--- config.mk ---
export PLATFORM = sky130hd
export DESIGN_NAME = pixel_stream_packer_flat
export DESIGN_NICKNAME = d
export VERILOG_FILES = /design/src/rtl/video_pkg.sv /design/src/rtl/pixel_stream_packer_if.sv /design/src/rtl/axis_out_reg.sv /design/src/rtl/pixel_stream_packer.sv /design/src/flat_wrapper.sv
export SDC_FILE = /design/constraint.sdc
export NUM_CORES = 1
export LEC_CHECK = 0
export CAP_MARGIN = 0
export CORE_MARGIN = 1.5
export CORE_UTILIZATION = 35
export DETAILED_ROUTE_END_ITERATION = 8
export DONT_BUFFER_PORTS = 1
export GPL_ROUTABILITY_DRIVEN = 0
export PLACE_DENSITY_LB_ADDON = 0.15
export SYNTH_ARGS = -nofsm -noshare
export SYNTH_HDL_FRONTEND = slang
export SYNTH_SLANG_ARGS = --single-unit
--- constraint.sdc ---
create_clock -name clk -period 2.8 [get_ports clk]
set_clock_uncertainty 0.15 [all_clocks]
set_input_delay 0.56 -clock clk [delete_from_list [all_inputs] [get_ports clk]]
set_output_delay 0.56 -clock clk [all_outputs]
set_load 0.01 [all_outputs]
--- src/rtl/video_pkg.sv ---
// Shared pixel/AXI4-Stream types and default video timing for the ray marcher output path.
package video_pkg;

    typedef logic [23:0] rgb24;

    typedef struct packed {
        logic [31:0] tdata;
        logic        tlast;
        logic        tuser;
    } axis_word_t;

    typedef enum logic {
        ST_RUN,
        ST_FLUSH
    } pack_state_e;

    localparam int unsigned H_RES_DEFAULT = 640;
    localparam int unsigned V_RES_DEFAULT = 480;

endpackage

--- src/rtl/pixel_stream_packer_if.sv ---
// Pixel stream in and AXI4-Stream out of the packer; master is the packer, slave is its environment.
interface pixel_stream_packer_if;
    import video_pkg::*;

    logic        s_valid;
    logic        s_ready;
    rgb24        s_data;
    logic        s_sof;
    logic        s_eol;
    logic [31:0] m_axis_tdata;
    logic        m_axis_tvalid;
    logic        m_axis_tready;
    logic        m_axis_tlast;
    logic        m_axis_tuser;

    modport master (
        input  s_valid, s_data, s_sof, s_eol, m_axis_tready,
        output s_ready, m_axis_tdata, m_axis_tvalid, m_axis_tlast, m_axis_tuser
    );

    modport slave (
        output s_valid, s_data, s_sof, s_eol, m_axis_tready,
        input  s_ready, m_axis_tdata, m_axis_tvalid, m_axis_tlast, m_axis_tuser
    );

endinterface

--- src/rtl/axis_out_reg.sv ---
// Single-entry AXI4-Stream output register; a word holds stable until tready.
module axis_out_reg
    import video_pkg::*;
(
    input  logic       clk_i,
    input  logic       rst_ni,
    input  logic       load_i,
    input  axis_word_t word_i,
    input  logic       tready_i,
    output logic       tvalid_o,
    output axis_word_t word_o,
    output logic       free_o
);

    logic       valid_q;
    axis_word_t word_q;

    always_ff @(posedge clk_i or negedge rst_ni) begin
        if (!rst_ni) begin
            valid_q <= 1'b0;
            word_q  <= '0;
        end else if (load_i) begin
            valid_q <= 1'b1;
            word_q  <= word_i;
        end else if (tready_i) begin
            valid_q <= 1'b0;
        end
    end

    assign free_o   = !valid_q || tready_i;
    assign tvalid_o = valid_q;
    assign word_o   = word_q;

endmodule

--- src/rtl/pixel_stream_packer.sv ---
// Packs 24-bit RGB pixels into little-endian 32-bit AXI4-Stream words (4 pixels -> 3 words)
// with per-line tlast, per-frame tuser, and line length / line count checking.
module pixel_stream_packer
    import video_pkg::*;
#(
    parameter int unsigned H_RES = H_RES_DEFAULT,
    parameter int unsigned V_RES = V_RES_DEFAULT
) (
    input  logic                  clk,
    input  logic                  rst,
    pixel_stream_packer_if.master bus,
    output logic                  err_line_len,
    output logic                  err_sof,
    output logic                  frame_done
);

    localparam int unsigned XW = $clog2(H_RES + 1);
    localparam int unsigned YW = $clog2(V_RES + 1);
    localparam logic [XW-1:0] X_LAST = XW'(H_RES - 1);
    localparam logic [XW-1:0] X_SAT  = XW'(H_RES);
    localparam logic [YW-1:0] Y_LAST = YW'(V_RES - 1);

    pack_state_e   state_q, state_d;
    logic [1:0]    phase_q, phase_d;
    logic [XW-1:0] x_q, x_d;
    logic [YW-1:0] y_q, y_d;
    rgb24          hold_q, hold_d;
    logic          sof_pend_q, sof_pend_d;
    logic          err_len_q, err_len_d;
    logic          err_sof_q, err_sof_d;
    logic          frame_q, frame_d;

    logic          s_ready, accept, load, out_free, tvalid, sof_any;
    logic [1:0]    ph;
    logic [XW-1:0] xe;
    logic [YW-1:0] ye;
    rgb24          pix;
    axis_word_t    word, out_word;

    assign pix     = bus.s_data;
    assign s_ready = (state_q == ST_RUN) && out_free;
    assign accept  = bus.s_valid && s_ready;

    always_comb begin
        state_d    = state_q;
        phase_d    = phase_q;
        x_d        = x_q;
        y_d        = y_q;
        hold_d     = hold_q;
        sof_pend_d = sof_pend_q;
        err_len_d  = 1'b0;
        err_sof_d  = 1'b0;
        frame_d    = 1'b0;
        load       = 1'b0;
        word       = '0;
        ph         = bus.s_sof ? 2'd0 : phase_q;
        xe         = bus.s_sof ? '0 : x_q;
        ye         = bus.s_sof ? '0 : y_q;
        sof_any    = bus.s_sof || sof_pend_q;

        unique case (state_q)
            ST_FLUSH: begin
                if (out_free) begin
                    load       = 1'b1;
                    word.tdata = {8'h00, hold_q};
                    word.tlast = 1'b1;
                    word.tuser = sof_pend_q;
                    sof_pend_d = 1'b0;
                    state_d    = ST_RUN;
                end
            end
            default: begin
                if (accept) begin
                    err_sof_d = bus.s_sof && (x_q != '0 || phase_q != '0);
                    phase_d   = ph + 2'd1;
                    // Leftover bytes are kept right-aligned and zero-extended so the flush word is just {8'h00, hold}.
                    unique case (ph)
                        2'd0: begin
                            hold_d     = pix;
                            load       = bus.s_eol;
                            word.tdata = {8'h00, pix};
                        end
                        2'd1: begin
                            load       = 1'b1;
                            word.tdata = {pix[7:0], hold_q[23:0]};
                            hold_d     = {8'h00, pix[23:8]};
                        end
                        2'd2: begin
                            load       = 1'b1;
                            word.tdata = {pix[15:0], hold_q[15:0]};
                            hold_d     = {16'h0000, pix[23:16]};
                        end
                        default: begin
                            load       = 1'b1;
                            word.tdata = {pix, hold_q[7:0]};
                        end
                    endcase
                    word.tlast = bus.s_eol && (ph == 2'd0 || ph == 2'd3);
                    word.tuser = sof_any;
                    sof_pend_d = load ? 1'b0 : sof_any;

                    if (bus.s_eol) begin
                        phase_d   = 2'd0;
                        x_d       = '0;
                        err_len_d = (xe != X_LAST);
                        if (ph == 2'd1 || ph == 2'd2) state_d = ST_FLUSH;
                        if (ye == Y_LAST) begin
                            frame_d = 1'b1;
                            y_d     = '0;
                        end else begin
                            y_d = ye + 1'b1;
                        end
                    end else begin
                        err_len_d = (xe == X_LAST);
                        x_d       = (xe == X_SAT) ? xe : xe + 1'b1;
                        y_d       = ye;
                    end
                end
            end
        endcase
    end

    always_ff @(posedge clk or negedge rst) begin
        if (!rst) begin
            state_q    <= ST_RUN;
            phase_q    <= '0;
            x_q        <= '0;
            y_q        <= '0;
            hold_q     <= '0;
            sof_pend_q <= 1'b0;
            err_len_q  <= 1'b0;
            err_sof_q  <= 1'b0;
            frame_q    <= 1'b0;
        end else begin
            state_q    <= state_d;
            phase_q    <= phase_d;
            x_q        <= x_d;
            y_q        <= y_d;
            hold_q     <= hold_d;
            sof_pend_q <= sof_pend_d;
            err_len_q  <= err_len_d;
            err_sof_q  <= err_sof_d;
            frame_q    <= frame_d;
        end
    end

    axis_out_reg u_out (
        .clk_i   (clk),
        .rst_ni  (rst),
        .load_i  (load),
        .word_i  (word),
        .tready_i(bus.m_axis_tready),
        .tvalid_o(tvalid),
        .word_o  (out_word),
        .free_o  (out_free)
    );

    assign bus.s_ready       = s_ready;
    assign bus.m_axis_tvalid = tvalid;
    assign bus.m_axis_tdata  = out_word.tdata;
    assign bus.m_axis_tlast  = out_word.tlast;
    assign bus.m_axis_tuser  = out_word.tuser;
    assign err_line_len      = err_len_q;
    assign err_sof           = err_sof_q;
    assign frame_done        = frame_q;

endmodule

--- src/flat_wrapper.sv ---
// flat-port wrapper written by rule: the top's interface ports become plain ports
module pixel_stream_packer_flat import video_pkg::*;
#(
    parameter int unsigned H_RES = H_RES_DEFAULT,
    parameter int unsigned V_RES = V_RES_DEFAULT
)
  (clk, rst, err_line_len, err_sof, frame_done, bus_s_valid, bus_s_data, bus_s_sof, bus_s_eol, bus_m_axis_tready, bus_s_ready, bus_m_axis_tdata, bus_m_axis_tvalid, bus_m_axis_tlast, bus_m_axis_tuser);
  pixel_stream_packer_if bus_i ();
  input  logic clk;
  input  logic rst;
  output logic err_line_len;
  output logic err_sof;
  output logic frame_done;
  input wire logic [$bits(bus_i.s_valid)-1:0] bus_s_valid;
  input wire logic [$bits(bus_i.s_data)-1:0] bus_s_data;
  input wire logic [$bits(bus_i.s_sof)-1:0] bus_s_sof;
  input wire logic [$bits(bus_i.s_eol)-1:0] bus_s_eol;
  input wire logic [$bits(bus_i.m_axis_tready)-1:0] bus_m_axis_tready;
  output wire logic [$bits(bus_i.s_ready)-1:0] bus_s_ready;
  output wire logic [$bits(bus_i.m_axis_tdata)-1:0] bus_m_axis_tdata;
  output wire logic [$bits(bus_i.m_axis_tvalid)-1:0] bus_m_axis_tvalid;
  output wire logic [$bits(bus_i.m_axis_tlast)-1:0] bus_m_axis_tlast;
  output wire logic [$bits(bus_i.m_axis_tuser)-1:0] bus_m_axis_tuser;
  assign bus_i.s_valid = bus_s_valid;
  assign bus_i.s_data = bus_s_data;
  assign bus_i.s_sof = bus_s_sof;
  assign bus_i.s_eol = bus_s_eol;
  assign bus_i.m_axis_tready = bus_m_axis_tready;
  assign bus_s_ready = bus_i.s_ready;
  assign bus_m_axis_tdata = bus_i.m_axis_tdata;
  assign bus_m_axis_tvalid = bus_i.m_axis_tvalid;
  assign bus_m_axis_tlast = bus_i.m_axis_tlast;
  assign bus_m_axis_tuser = bus_i.m_axis_tuser;
  pixel_stream_packer #(.H_RES(H_RES), .V_RES(V_RES)) u_core (.clk(clk), .rst(rst), .bus(bus_i), .err_line_len(err_line_len), .err_sof(err_sof), .frame_done(frame_done));
endmodule
==> impl_metrics.prom <==
# TYPE chip_impl_metric gauge
chip_impl_info{name="run_status",value="completed"} 1
chip_impl_metric{name="first_global_vias",unit=""} 3693
chip_impl_metric{name="grt_first_pass_wirelength",unit="mm"} 21.2
chip_impl_metric{name="detail_route.wirelength",unit="mm"} 13.4
chip_impl_metric{name="maxCapViolCount",unit=""} 0
chip_impl_metric{name="placement_rows",unit=""} 42
chip_impl_metric{name="final.setup.worst_slack",unit="ns"} 0.334
chip_impl_metric{name="syn-num-nets",unit=""} 549
chip_impl_metric{name="grt_start_max_net_pins",unit=""} 86
chip_impl_metric{name="critical_path_arrival",unit="ns"} 2.60
chip_impl_metric{name="worstHoldPathCells",unit=""} 1
chip_impl_info{name="critical_path.startpoint_type",value="flip-flop"} 1
chip_impl_metric{name="synth_area_per_cell",unit="um2"} 9.14
chip_impl_info{name="timing.critical_path.from",value="u_core.phase_q[0]$_DFFE_PN0P_"} 1
chip_impl_metric{name="post-dp-hpwl",unit="mm"} 9.43
chip_impl_metric{name="finalCoreUtilization",unit="%"} 39.7
chip_impl_metric{name="cts_inserted_buffers",unit=""} 9
chip_impl_info{name="grt_most_used_layer",value="met2"} 1
chip_impl_info{name="hold_path_class",value="in2reg"} 1
chip_impl_metric{name="async_set_or_reset_register_ratio_after_synthesis",unit="%"} 100
chip_impl_metric{name="route.detailed.vias_per_inst",unit=""} 5.75
chip_impl_metric{name="ys_seq_area_share",unit="%"} 45.4
chip_impl_metric{name="dr.first_iter.drc_count",unit=""} 308
chip_impl_metric{name="timing.slew.headroom",unit="%"} 16.4
chip_impl_metric{name="synth.distinct_cells",unit=""} 55
chip_impl_info{name="min_delay_src",value="bus_s_eol"} 1
chip_impl_metric{name="postSynthRegisterBits",unit=""} 85
chip_impl_metric{name="netlist_area",unit="um2"} 4680
chip_impl_metric{name="netlist_instances",unit=""} 512
chip_impl_metric{name="final_layout_size_suffix_gt1_share",unit="%"} 8.50
chip_impl_metric{name="die_x",unit="um"} 119
chip_impl_metric{name="worst_setup_hold_path_clk_slew",unit="ns"} 0.07
chip_impl_metric{name="cell_count_final_fillers_out",unit=""} 682
chip_impl_metric{name="die_y",unit="um"} 119
chip_impl_metric{name="htreeDepth",unit=""} 3
chip_impl_metric{name="drtPass1Iterations",unit=""} 5
chip_impl_metric{name="use_met2",unit="%"} 28.3
chip_impl_metric{name="antenna_violating_nets_post_route",unit=""} 0
chip_impl_metric{name="final_design_area_no_fill",unit="um2"} 5220
chip_impl_metric{name="antenna_cells",unit=""} 0
chip_impl_metric{name="power_density",unit="nW/um2"} 779
chip_impl_metric{name="fin_worst_hold_slack",unit="ns"} 0.148
chip_impl_metric{name="yosys_warnings",unit=""} 0
chip_impl_metric{name="setup_total_neg_slack",unit="ns"} 0
chip_impl_metric{name="numPortBuffers",unit=""} 0
chip_impl_metric{name="cts_setup_buffers",unit=""} 0
chip_impl_metric{name="route.vias.total",unit=""} 3922
chip_impl_metric{name="grt_antenna_before_repair",unit=""} 0
chip_impl_metric{name="area_growth_syn_to_layout",unit="%"} 11.5
chip_impl_metric{name="power.static_leakage",unit="nW"} 2.32
chip_impl_metric{name="hold_buffers",unit=""} 2
chip_impl_metric{name="maxSlewViolCount",unit=""} 0
chip_impl_metric{name="io-pin-count",unit=""} 69
chip_impl_metric{name="finalCritPeriodShare",unit="%"} 88.1
chip_impl_metric{name="clock_latency",unit="ns"} 0.35
chip_impl_metric{name="cts_max_path_buffers",unit=""} 2
chip_impl_info{name="timing.rr.start",value="u_core.phase_q[0]$_DFFE_PN0P_"} 1
chip_impl_metric{name="clock_sink_count",unit=""} 85
chip_impl_info{name="clock_tree.root_cell",value="clkbuf_16"} 1
chip_impl_metric{name="path_max_fanout",unit=""} 15
chip_impl_metric{name="initial_standard_cell_utilization_of_the_core",unit="%"} 35.6
chip_impl_metric{name="post-place-ws",unit="ns"} 0.191
chip_impl_metric{name="timing.fmax",unit="MHz"} 406
chip_impl_metric{name="finalHoldViolations",unit=""} 0
chip_impl_info{name="cp_capture_type",value="flip-flop"} 1
chip_impl_metric{name="gr-usage-met3",unit="%"} 5.16
chip_impl_metric{name="track_usage",unit="%"} 19.5
chip_impl_metric{name="global_route.overflow_total",unit=""} 0
chip_impl_metric{name="use_met1",unit="%"} 28.1
chip_impl_metric{name="edff_count_synth",unit=""} 0
chip_impl_metric{name="cell_count_of_the_worst_reg_to_reg_path",unit=""} 6
chip_impl_metric{name="placedInstanceArea",unit="um2"} 4910
chip_impl_metric{name="drt_drc_violations_left",unit=""} 0
chip_impl_info{name="dominantRegCellSynth",value="dfrtp_1"} 1
chip_impl_metric{name="crit_required",unit="ns"} 2.93
chip_impl_metric{name="design.die.area",unit="um2"} 14100
chip_impl_info{name="crit_type",value="reg2reg"} 1
chip_impl_info{name="tritoncts",value="built"} 1
chip_impl_metric{name="routed_length_per_placed_instance",unit="um"} 19.7
chip_impl_metric{name="vdd.ir_drop.worst",unit="V"} 0.000357
chip_impl_metric{name="cts_resized",unit=""} 0
chip_impl_metric{name="fin_total_pwr",unit="mW"} 4.07
chip_impl_metric{name="place.detailed.instances",unit=""} 666
chip_impl_metric{name="fin_nets",unit=""} 540
chip_impl_info{name="setup_repair_after_global_routing_missed_its_margin",value="false"} 1
chip_impl_metric{name="layout_min_cycle_time",unit="ns"} 2.47
chip_impl_metric{name="setup_viol",unit=""} 0
chip_impl_metric{name="tightest_slew",unit="ns"} 1.25
chip_impl_metric{name="placeableCoreArea",unit="um2"} 13100
## critical path, cell delays in order (launching register included)
cell,delay (ns)
dfrtp_1,0.40
nand2b_1,0.14
ha_1,0.19
nand2b_1,0.07
and3_1,0.19
nor2_1,0.95
a221o_1,0.30
## cells in the final DEF (no fill, tap or decap), drive strengths merged, types with 4 or more instances in the layout
cell,instances
ha,7
nand2b,15
o31ai,10
a221o,22
nor2,36
and3,19
clkbuf,12
nor2b,17
mux2i,4
a31oi,10
nand4,7
a21o,9
a21oi,19
o21ai,37
dfrtp,85
nand2,57
nand3,19
o21a,7
nor3,9
a211oi,8
a222oi,8
a22oi,16
buf,20
inv,8
## routing by layer
layer	vias to the layer above	wire, um	part of all wire, %
met5	-	0	0
met4	0	184	1.4
met3	13	899	6.7
met2	112	5850	44
met1	1909	6480	48
li1	1888	-	-
## cell usage after synthesis (all sizes together) (4+ instances only)
| master | number | area (um2) |
|---|---|---|
| a211oi | 8 | 60.1 |
| a21o | 9 | 67.6 |
| a21oi | 19 | 95.1 |
| a221o | 22 | 220 |
| a222oi | 8 | 80.1 |
| a22oi | 16 | 120 |
| a31oi | 10 | 62.6 |
| and3 | 19 | 121 |
| buf | 9 | 35.0 |
| clkbuf | 32 | 120 |
| dfrtp | 85 | 2130 |
| ha | 7 | 87.6 |
| inv | 8 | 30.0 |
| mux2i | 4 | 40.0 |
| nand2 | 57 | 214 |
| nand2b | 15 | 93.8 |
| nand3 | 19 | 95.1 |
| nand4 | 7 | 43.8 |
| nor2 | 36 | 135 |
| nor2b | 17 | 106 |
| nor3 | 9 | 45.0 |
| o21a | 7 | 52.6 |
| o21ai | 37 | 185 |
| o31ai | 10 | 80.1 |
## power by group
group	switching [mW]	leakage [nW]	internal, mW	total [mW]
clock	0.480	0.134	0.637	1.12
combinational	0.543	1.09	0.462	1.00
sequential	0.371	1.09	1.57	1.95
## cells by family after synthesis
kind of cell / Yosys count / synth area share (%)
fa+ha+maj: 7 / 1.87
mux: 5 / 1.10
flops: 85 / 45.4
compound gates: 164 / 25.6
simple gates: 200 / 21.7
xor+xnor: 2 / 0.374
buf+inv: 49 / 3.96
## layout make-up
type / count / area (um2)
fillers: 1324 / 7920
multi-input cells: 378 / 2370
flip-flops and latches: 85 / 2130
clock buffers: 12 / 256
well taps: 176 / 220
repair buffers: 21 / 205
inverters: 8 / 30.0
clock inverters: 2 / 10.0
## flip-flops by register name, indices dropped and copies added (netlist names), 2 cells and up
signal               flops
u_core.hold_q           24
u_core.phase_q           2
u_core.u_out.word_o     34
u_core.x_q              10
u_core.y_q               9
## worst paths after layout
path                       slack [ns]                             endpoint
max in group asynchronous        1.53  u_core.u_out.word_o[32]$_DFFE_PN0P_
min reg2reg                      0.33  u_core.u_out.word_o[14]$_DFFE_PN0P_
min in group asynchronous        0.62            u_core.x_q[4]$_DFFE_PN0P_
max reg2reg                      0.33  u_core.u_out.word_o[24]$_DFFE_PN0P_
min                              0.15            u_core.x_q[2]$_DFFE_PN0P_
max                              0.33  u_core.u_out.word_o[24]$_DFFE_PN0P_
No activity file was read; power rests on OpenSTA's default activity.
